[src/rtl/ctrl_pkg.sv]
// Shared encodings for the multi-cycle control unit: states, opcodes, ALU B-select and ALU op codes.
package ctrl_pkg;

    typedef enum logic [3:0] {
        ST_RST    = 4'd0,
        ST_FETCH  = 4'd1,
        ST_DECODE = 4'd2,
        ST_EXEC   = 4'd3,
        ST_WB_ALU = 4'd4,
        ST_MEM_LD = 4'd5,
        ST_WB_MEM = 4'd6,
        ST_MEM_ST = 4'd7,
        ST_BRANCH = 4'd8,
        ST_HALT   = 4'd9
    } state_t;

    localparam logic [3:0] OP_ADD   = 4'b0000;
    localparam logic [3:0] OP_LOAD  = 4'b0001;
    localparam logic [3:0] OP_SUB   = 4'b0010;
    localparam logic [3:0] OP_STORE = 4'b0011;
    localparam logic [3:0] OP_NAND  = 4'b0100;
    localparam logic [3:0] OP_BZ    = 4'b0101;
    localparam logic [3:0] OP_OR    = 4'b0110;
    localparam logic [3:0] OP_ORI   = 4'b0111;
    localparam logic [3:0] OP_SHL   = 4'b1000;
    localparam logic [3:0] OP_HALT  = 4'b1111;

    localparam logic [2:0] ALUB_OPB  = 3'b000;
    localparam logic [2:0] ALUB_ONE  = 3'b001;
    localparam logic [2:0] ALUB_IMM4 = 3'b010;
    localparam logic [2:0] ALUB_IMM5 = 3'b011;
    localparam logic [2:0] ALUB_IMM3 = 3'b100;

    localparam logic [2:0] ALU_ADD  = 3'b000;
    localparam logic [2:0] ALU_SUB  = 3'b001;
    localparam logic [2:0] ALU_NAND = 3'b010;
    localparam logic [2:0] ALU_OR   = 3'b011;
    localparam logic [2:0] ALU_SHL  = 3'b100;

    function automatic logic is_legal_op(input logic [3:0] op);
        return op inside {OP_ADD, OP_LOAD, OP_SUB, OP_STORE, OP_NAND, OP_BZ,
                          OP_OR, OP_ORI, OP_SHL, OP_HALT};
    endfunction

endpackage

[src/rtl/ctrl_out_decode.sv]
// Combinational control-word decode from state, opcode, Z flag and memory handshake.
module ctrl_out_decode
    import ctrl_pkg::*;
(
    input  state_t     i_state,
    input  logic [3:0] i_opcode,
    input  logic       i_zero,
    input  logic       i_mem_ready,
    input  logic       i_timeout,
    output logic       o_ir_write,
    output logic       o_pc_write,
    output logic       o_mem_read,
    output logic       o_mem_write,
    output logic       o_mdr_write,
    output logic       o_ab_write,
    output logic       o_aluout_write,
    output logic       o_reg_write,
    output logic       o_addrsel,
    output logic       o_rasel,
    output logic       o_regin,
    output logic       o_alua,
    output logic [2:0] o_alu_b,
    output logic [2:0] o_alu_op,
    output logic       o_halted,
    output logic       o_illegal
);

    always_comb begin
        o_ir_write     = 1'b0;
        o_pc_write     = 1'b0;
        o_mem_read     = 1'b0;
        o_mem_write    = 1'b0;
        o_mdr_write    = 1'b0;
        o_ab_write     = 1'b0;
        o_aluout_write = 1'b0;
        o_reg_write    = 1'b0;
        o_addrsel      = 1'b0;
        o_rasel        = 1'b0;
        o_regin        = 1'b0;
        o_alua         = 1'b0;
        o_alu_b        = ALUB_OPB;
        o_alu_op       = ALU_ADD;
        o_halted       = 1'b0;
        o_illegal      = 1'b0;
        unique case (i_state)
            ST_FETCH: begin
                // Request drops on the timeout cycle so nothing is started as the FSM heads to HALT
                o_mem_read = !i_timeout;
                o_alu_b    = ALUB_ONE;
                o_ir_write = i_mem_ready;
                o_pc_write = i_mem_ready;
            end
            ST_DECODE: begin
                o_ab_write = 1'b1;
                o_illegal  = !is_legal_op(i_opcode);
            end
            ST_EXEC: begin
                o_aluout_write = 1'b1;
                o_alua         = 1'b1;
                case (i_opcode)
                    OP_SUB:  o_alu_op = ALU_SUB;
                    OP_NAND: o_alu_op = ALU_NAND;
                    OP_OR:   o_alu_op = ALU_OR;
                    OP_ORI: begin
                        o_rasel  = 1'b1;
                        o_alu_b  = ALUB_IMM5;
                        o_alu_op = ALU_OR;
                    end
                    OP_SHL: begin
                        o_alu_b  = ALUB_IMM3;
                        o_alu_op = ALU_SHL;
                    end
                    default: o_alu_op = ALU_ADD;
                endcase
            end
            ST_WB_ALU: begin
                o_reg_write = 1'b1;
                o_rasel     = (i_opcode == OP_ORI);
            end
            ST_MEM_LD: begin
                o_addrsel   = 1'b1;
                o_mem_read  = !i_timeout;
                o_mdr_write = i_mem_ready;
            end
            ST_WB_MEM: begin
                o_reg_write = 1'b1;
                o_regin     = 1'b1;
            end
            ST_MEM_ST: begin
                o_addrsel   = 1'b1;
                o_mem_write = !i_timeout;
            end
            ST_BRANCH: begin
                o_alu_b    = ALUB_IMM4;
                o_pc_write = i_zero;
            end
            ST_HALT:  o_halted = 1'b1;
            default: ;
        endcase
    end

endmodule

[src/rtl/ctrl_fsm.sv]
// Multi-cycle control unit: state register, next-state logic and memory wait watchdog.
module ctrl_fsm
    import ctrl_pkg::*;
#(
    parameter int unsigned WAIT_MAX = 15
) (
    input  logic       clk,
    input  logic       rst_n,
    input  logic [7:0] ir,
    input  logic       zero,
    input  logic       mem_ready,
    output logic       ir_write,
    output logic       pc_write,
    output logic       mem_read,
    output logic       mem_write,
    output logic       mdr_write,
    output logic       ab_write,
    output logic       aluout_write,
    output logic       reg_write,
    output logic       addrsel,
    output logic       rasel,
    output logic       regin,
    output logic       alua,
    output logic [2:0] alu_b,
    output logic [2:0] alu_op,
    output logic       halted,
    output logic       illegal,
    output logic       bus_err,
    output logic [3:0] state
);

    state_t     r_state;
    state_t     w_next;
    logic [7:0] r_wait;
    logic [7:0] w_wait_next;
    logic       r_bus_err;
    logic       w_mem_state;
    logic       w_timeout;
    logic [3:0] w_opcode;
    logic       w_unused_ir;

    assign w_opcode    = ir[3:0];
    assign w_unused_ir = ^ir[7:4];

    assign w_mem_state = (r_state == ST_FETCH) || (r_state == ST_MEM_LD) || (r_state == ST_MEM_ST);
    assign w_timeout   = w_mem_state && !mem_ready && (r_wait == 8'(WAIT_MAX));
    // Non-memory states hold the counter at zero, so every memory state is entered with a clean count
    assign w_wait_next = (w_mem_state && !mem_ready && !w_timeout) ? r_wait + 8'd1 : 8'd0;

    always_comb begin
        w_next = r_state;
        unique case (r_state)
            ST_RST:    w_next = ST_FETCH;
            ST_FETCH:  w_next = w_timeout ? ST_HALT : (mem_ready ? ST_DECODE : ST_FETCH);
            ST_DECODE: begin
                case (w_opcode)
                    OP_ADD, OP_SUB, OP_NAND, OP_OR, OP_ORI, OP_SHL: w_next = ST_EXEC;
                    OP_LOAD:  w_next = ST_MEM_LD;
                    OP_STORE: w_next = ST_MEM_ST;
                    OP_BZ:    w_next = ST_BRANCH;
                    OP_HALT:  w_next = ST_HALT;
                    default:  w_next = ST_FETCH;
                endcase
            end
            ST_EXEC:   w_next = ST_WB_ALU;
            ST_WB_ALU: w_next = ST_FETCH;
            ST_MEM_LD: w_next = w_timeout ? ST_HALT : (mem_ready ? ST_WB_MEM : ST_MEM_LD);
            ST_WB_MEM: w_next = ST_FETCH;
            ST_MEM_ST: w_next = w_timeout ? ST_HALT : (mem_ready ? ST_FETCH : ST_MEM_ST);
            ST_BRANCH: w_next = ST_FETCH;
            ST_HALT:   w_next = ST_HALT;
            default:   w_next = ST_RST;
        endcase
    end

    always_ff @(posedge clk or negedge rst_n) begin
        if (!rst_n) begin
            r_state   <= ST_RST;
            r_wait    <= 8'd0;
            r_bus_err <= 1'b0;
        end else begin
            r_state <= w_next;
            r_wait  <= w_wait_next;
            if (w_timeout) r_bus_err <= 1'b1;
        end
    end

    ctrl_out_decode u_out_decode (
        .i_state        (r_state),
        .i_opcode       (w_opcode),
        .i_zero         (zero),
        .i_mem_ready    (mem_ready),
        .i_timeout      (w_timeout),
        .o_ir_write     (ir_write),
        .o_pc_write     (pc_write),
        .o_mem_read     (mem_read),
        .o_mem_write    (mem_write),
        .o_mdr_write    (mdr_write),
        .o_ab_write     (ab_write),
        .o_aluout_write (aluout_write),
        .o_reg_write    (reg_write),
        .o_addrsel      (addrsel),
        .o_rasel        (rasel),
        .o_regin        (regin),
        .o_alua         (alua),
        .o_alu_b        (alu_b),
        .o_alu_op       (alu_op),
        .o_halted       (halted),
        .o_illegal      (illegal)
    );

    assign bus_err = r_bus_err;
    assign state   = r_state;

endmodule

[config.mk]
export PLATFORM = sky130hd
export DESIGN_NAME = ctrl_fsm
export DESIGN_NICKNAME = d
export VERILOG_FILES = /design/src/rtl/ctrl_pkg.sv /design/src/rtl/ctrl_out_decode.sv /design/src/rtl/ctrl_fsm.sv
export SDC_FILE = /design/constraint.sdc
export NUM_CORES = 1
export LEC_CHECK = 0
export ABC_AREA = 1
export BUFFER_PORTS_ARGS = -buffer_cell sky130_fd_sc_hd__buf_2
export CAP_MARGIN = 20
export CORE_MARGIN = 1.5
export CORE_UTILIZATION = 40
export DETAILED_ROUTE_END_ITERATION = 12
export PLACE_DENSITY = 0.65
export SLEW_MARGIN = 20
export SYNTH_ARGS = -nofsm -noshare
export SYNTH_HDL_FRONTEND = slang
export SYNTH_SLANG_ARGS = --single-unit
export TNS_END_PERCENT = 30
[constraint.sdc]
create_clock -name clk -period 1.45 [get_ports clk]
set_clock_uncertainty 0.1 [all_clocks]
set_input_delay 0.29 -clock clk [delete_from_list [all_inputs] [get_ports clk]]
set_output_delay 0.29 -clock clk [all_outputs]
set_load 0.05 [all_outputs]
==> impl_summary.md <==
Setup path
The number of buffers and inverters on the critical path is 1. The end of the worst register-to-register path is state[2]. The slack of the worst reg-to-reg path is -0.17 ns.

In this run the critical register-to-register path is launched from r_wait[5]. Broken down by cell family, the worst path's largest delay share belongs to simple AND/OR/NAND/NOR gates. The data required time of the worst path is roughly 1.1 ns. Traced cell by cell, the critical path runs through nor2_1 -> nand2_1 -> nor2_4 -> a21oi_4 -> buf_6. Among all stages on the critical path, the largest delay is contributed by dfrtp_1. In this design, the stage delay of the slowest critical-path cell is roughly 0.42 ns. STA classifies the critical path startpoint as a register. For the worst flop-to-flop path, the logic depth is 7. The type of destination of the critical path is an output pin.

The critical path arrival is roughly 1.5 ns. The critical path crosses 5 cells after its start point. The critical path is of the reg -> out type. In this run the worst path has a maximum fanout of 3.

Synth
For this run, the register share of the synthesized area comes to 34.4%. Counting every instance in the synthesized netlist gives approximately 140. By area the synthesized netlist is led by dfrtp_1 34%, nand2_1 12%, nor2_1 10%. After synthesis the netlist holds a flip-flop and latch count of 13. The synthesized cell area is 945 sq um. The area share of the largest cell type after synthesis is 34.4%. The number of nets in the synthesized netlist is ~160. The number of warnings printed during yosys synthesis is 0. The average instance area after synthesis is 6.65 sq um. The synthesized design spends more area on one cell type than any other, namely dfrtp_1.

The number of distinct library cells after synthesis is 24.

Drt
In the final routing, the length of wire on met1 measures ~1600 microns. The amount of wire on met3 after detailed routing is between 200 and 300 microns. The detailed-router iteration count before antenna repair is 4. The wire length reported by the detailed router is ~4200 microns. After detailed routing, the number of remaining DRC violations is 0.

For this block, the via count after detailed routing is 1339. The detailed router finished its first iteration with between 40 and 50 violations. After detailed routing, the average wire length per cell comes to 16.6 microns. The via count normalized by instance count is around 5.4. The highest metal layer used by the detailed router is met4.

Once detail routing completed, the nets flagged for antenna violations numbered 0. The length of routed met2 wiring is between 2000 and 2500 microns.

Power and ir drop
Of the total power, combinational logic draws approximately four fifths. The clock group share of total power is under 10%. VDD sags by at most between 1 and 1.5 mV. In this run the power spent charging and discharging nets is between 1.5 and 2 mW. The total internal power is 1.58 mW. For this design the ratio of total power to cell area is approximately 1700 nW/um^2. Summing internal, switching and leakage power gives roughly 3.4 mW.

Registers are responsible for 15.2% of the overall power. Net switching is 53.8% of the power. The leakage dissipation is approximately 0.95 nW.

Finish
The net total in the final layout is around 240. Compared with the post-synthesis result, the final layout area differs by 109%. Cells fill between 80% and 90% of the core in the end. The filler cells instantiated in the layout total slightly above 90. Cells with a size suffix above 1 make up around three fifths of the layout. The antenna diode instance count is 0.

Global route
The initial antenna violation count is 0. The wire length of the first global-routing pass is 5850 microns. The total congestion overflow is 0. Entering global routing, the biggest net connects 14 pins. The via count of the first global-routing pass is between 1000 and 1500. Global routing consumed, over all layers together, a little under a third of the routing resources.

Placed design
The number of buffers added on ports is 32. The congestion estimate from routability-driven global placement came to a little under 0.9. Prior to clock tree synthesis, the placed netlist has a worst setup slack of -0.232 ns. Detailed placement finished with a half-perimeter wire length of roughly 2200 microns.

STA
At the pin with the least slew margin, the transition time is 0.305 ns. Hold is met by a little over 0.3 ns. Static timing analysis puts the maximum clock frequency at about 520 MHz. Setup repair after global routing could not meet its margin everywhere. The number of max-slew violations in the final report was 0. After layout, the worst path uses 132% of the clock period.

The final hold violation count came to 0. The post-route worst setup slack is -0.468 ns. The final critical path time including I/O delays and setup is 1.92 ns. In this run the tightest slew margin relative to its limit is roughly 80%. The number of setup violations in the final report is 30.

Die
Pin placement for this block handled 37 I/O pins. The starting density of the core is between 40 and 50%. The row count is 17. The vertical extent of the die is roughly 52 microns. The floorplan step set the die width to approximately 52 microns. The region available for standard cell placement spans about 2200 sq um. The area of the die is 2660 sq um.

CTS
The later pin in the worst-skew pair is clocked with a latency of 0.28 ns. Clock tree synthesis inserted a total of 3 buffers. The clock tree from TritonCTS is yes. After clock tree synthesis, the clock-pin slew on the worst setup and hold paths is around 0.08 ns. The clock drives 13 sinks. In this run the number of H-tree levels came out at 1.

The maximum root-to-sink buffer count is 2. The tree is rooted in a clkbuf_4.

Run status
The checks that failed: setup timing. The flow ran to the end, but the final reports show violations.

Flow run
Max-cap violations in this run came to 0.

Hold path
The min-delay analysis places its worst path in the category in -> async.
## through the flow
stage | cell area (sq um) | instances | setup TNS [ns]
after floorplan | 1090 | 142 | -6.49
after global placement | 1590 | 242 | -2.80
after detailed placement | 1590 | 242 | -3.20
after CTS | 1900 | 250 | -6.91
after global routing | 1980 | 250 | -9.89
final | 1980 | 250 | -8.45
## registers in the layout (all words and copies together) (netlist names)
signal,flops
r_wait,8
bus_err,1
state,4
## power groups by stage
stage | registers [mW] | logic [mW] | clock network, mW
after floorplan | 0.658 | 1.17 | 0
after global placement | 0.509 | 1.89 | 0
after detailed placement | 0.511 | 1.92 | 0
after CTS | 0.509 | 2.45 | 0.235
after global routing | 0.526 | 2.78 | 0.252
final | 0.521 | 2.68 | 0.226
## cell usage after synthesis
library cell,count
buf_4,1
clkinv_2,1
nor2_1,26
nor2_4,1
nand3_1,18
nand2_1,31
o22ai_1,1
nor3b_1,1
a21oi_1,3
o21bai_1,1
nand4_1,1
inv_2,2
nand3_2,1
inv_1,20
nor3_1,1
nand3_4,1
a21boi_0,1
dfrtp_1,13
ha_1,1
nand2_4,2
o21ai_0,6
xor2_1,2
nor2_2,5
nand2_2,2
## logic make-up (layout without fill, tap and decap cells)
| family | count (synthesis) | count (layout) | synth area share [%] |
|---|---|---|---|
| adder cells (fa/ha/maj) | 1 | 1 | 1.32 |
| flip-flops | 13 | 13 | 34.4 |
| AND/OR/NAND/NOR | 90 | 90 | 45.3 |
| AO/OA/AOI/OAI | 12 | 12 | 7.02 |
| XOR/XNOR | 2 | 2 | 1.85 |
| buffers and inverters | 24 | 104 | 10.1 |
## how the worst max path moves through the flow
| stage | startpoint | slack [ns] | endpoint |
|---|---|---|---|
| after floorplan | state[3] | -0.50 | alu_b[0] |
| after global placement | r_wait[0] | -0.21 | mem_write |
| after detailed placement | r_wait[0] | -0.23 | mem_write |
| after CTS | state[1] | -0.41 | alu_b[0] |
| after global routing | state[0] | -0.51 | illegal |
| final | r_wait[5] | -0.47 | mem_write |
## cells in the final DEF, fill, tap and decap left out, types with 3 or more instances in the layout
cell type	count
buf_4	38
nand2_1	25
buf_6	21
inv_1	15
nor2_1	12
nand3_1	12
nor2_2	10
nor2_4	10
dfrtp_1	9
buf_2	9
buf_8	7
nand3_2	6
o21ai_0	5
inv_2	4
nand2_4	4
nand2_8	4
dfrtp_2	4
clkbuf_4	3
## cell type report
type	count	area, sq um	area share (%)
Timing Repair Buffer	77	702	35.5
Tap cell	28	35.0	1.77
Clock buffer	4	26.3	1.33
Inverter	23	103	5.19
Multi-Input combinational cell	105	779	39.5
Sequential cell	13	330	16.7
## layer usage
metal / GRT usage (%) / vias up
li1: - / 605
met1: 36.0 / 645
met2: 54.3 / 67
met3: 6.61 / 22
met4: 7.89 / 0
met5: 0 / -
## repair_timing
action	4_1_cts	5_1_grt
pin swaps	6	9
setup endpoints to repair	27	33
hold buffers	1	0
resized for setup	68	22
endpoints found under the hold margin	13	0
setup buffers	3	0
(Power assumes the default switching activity.)
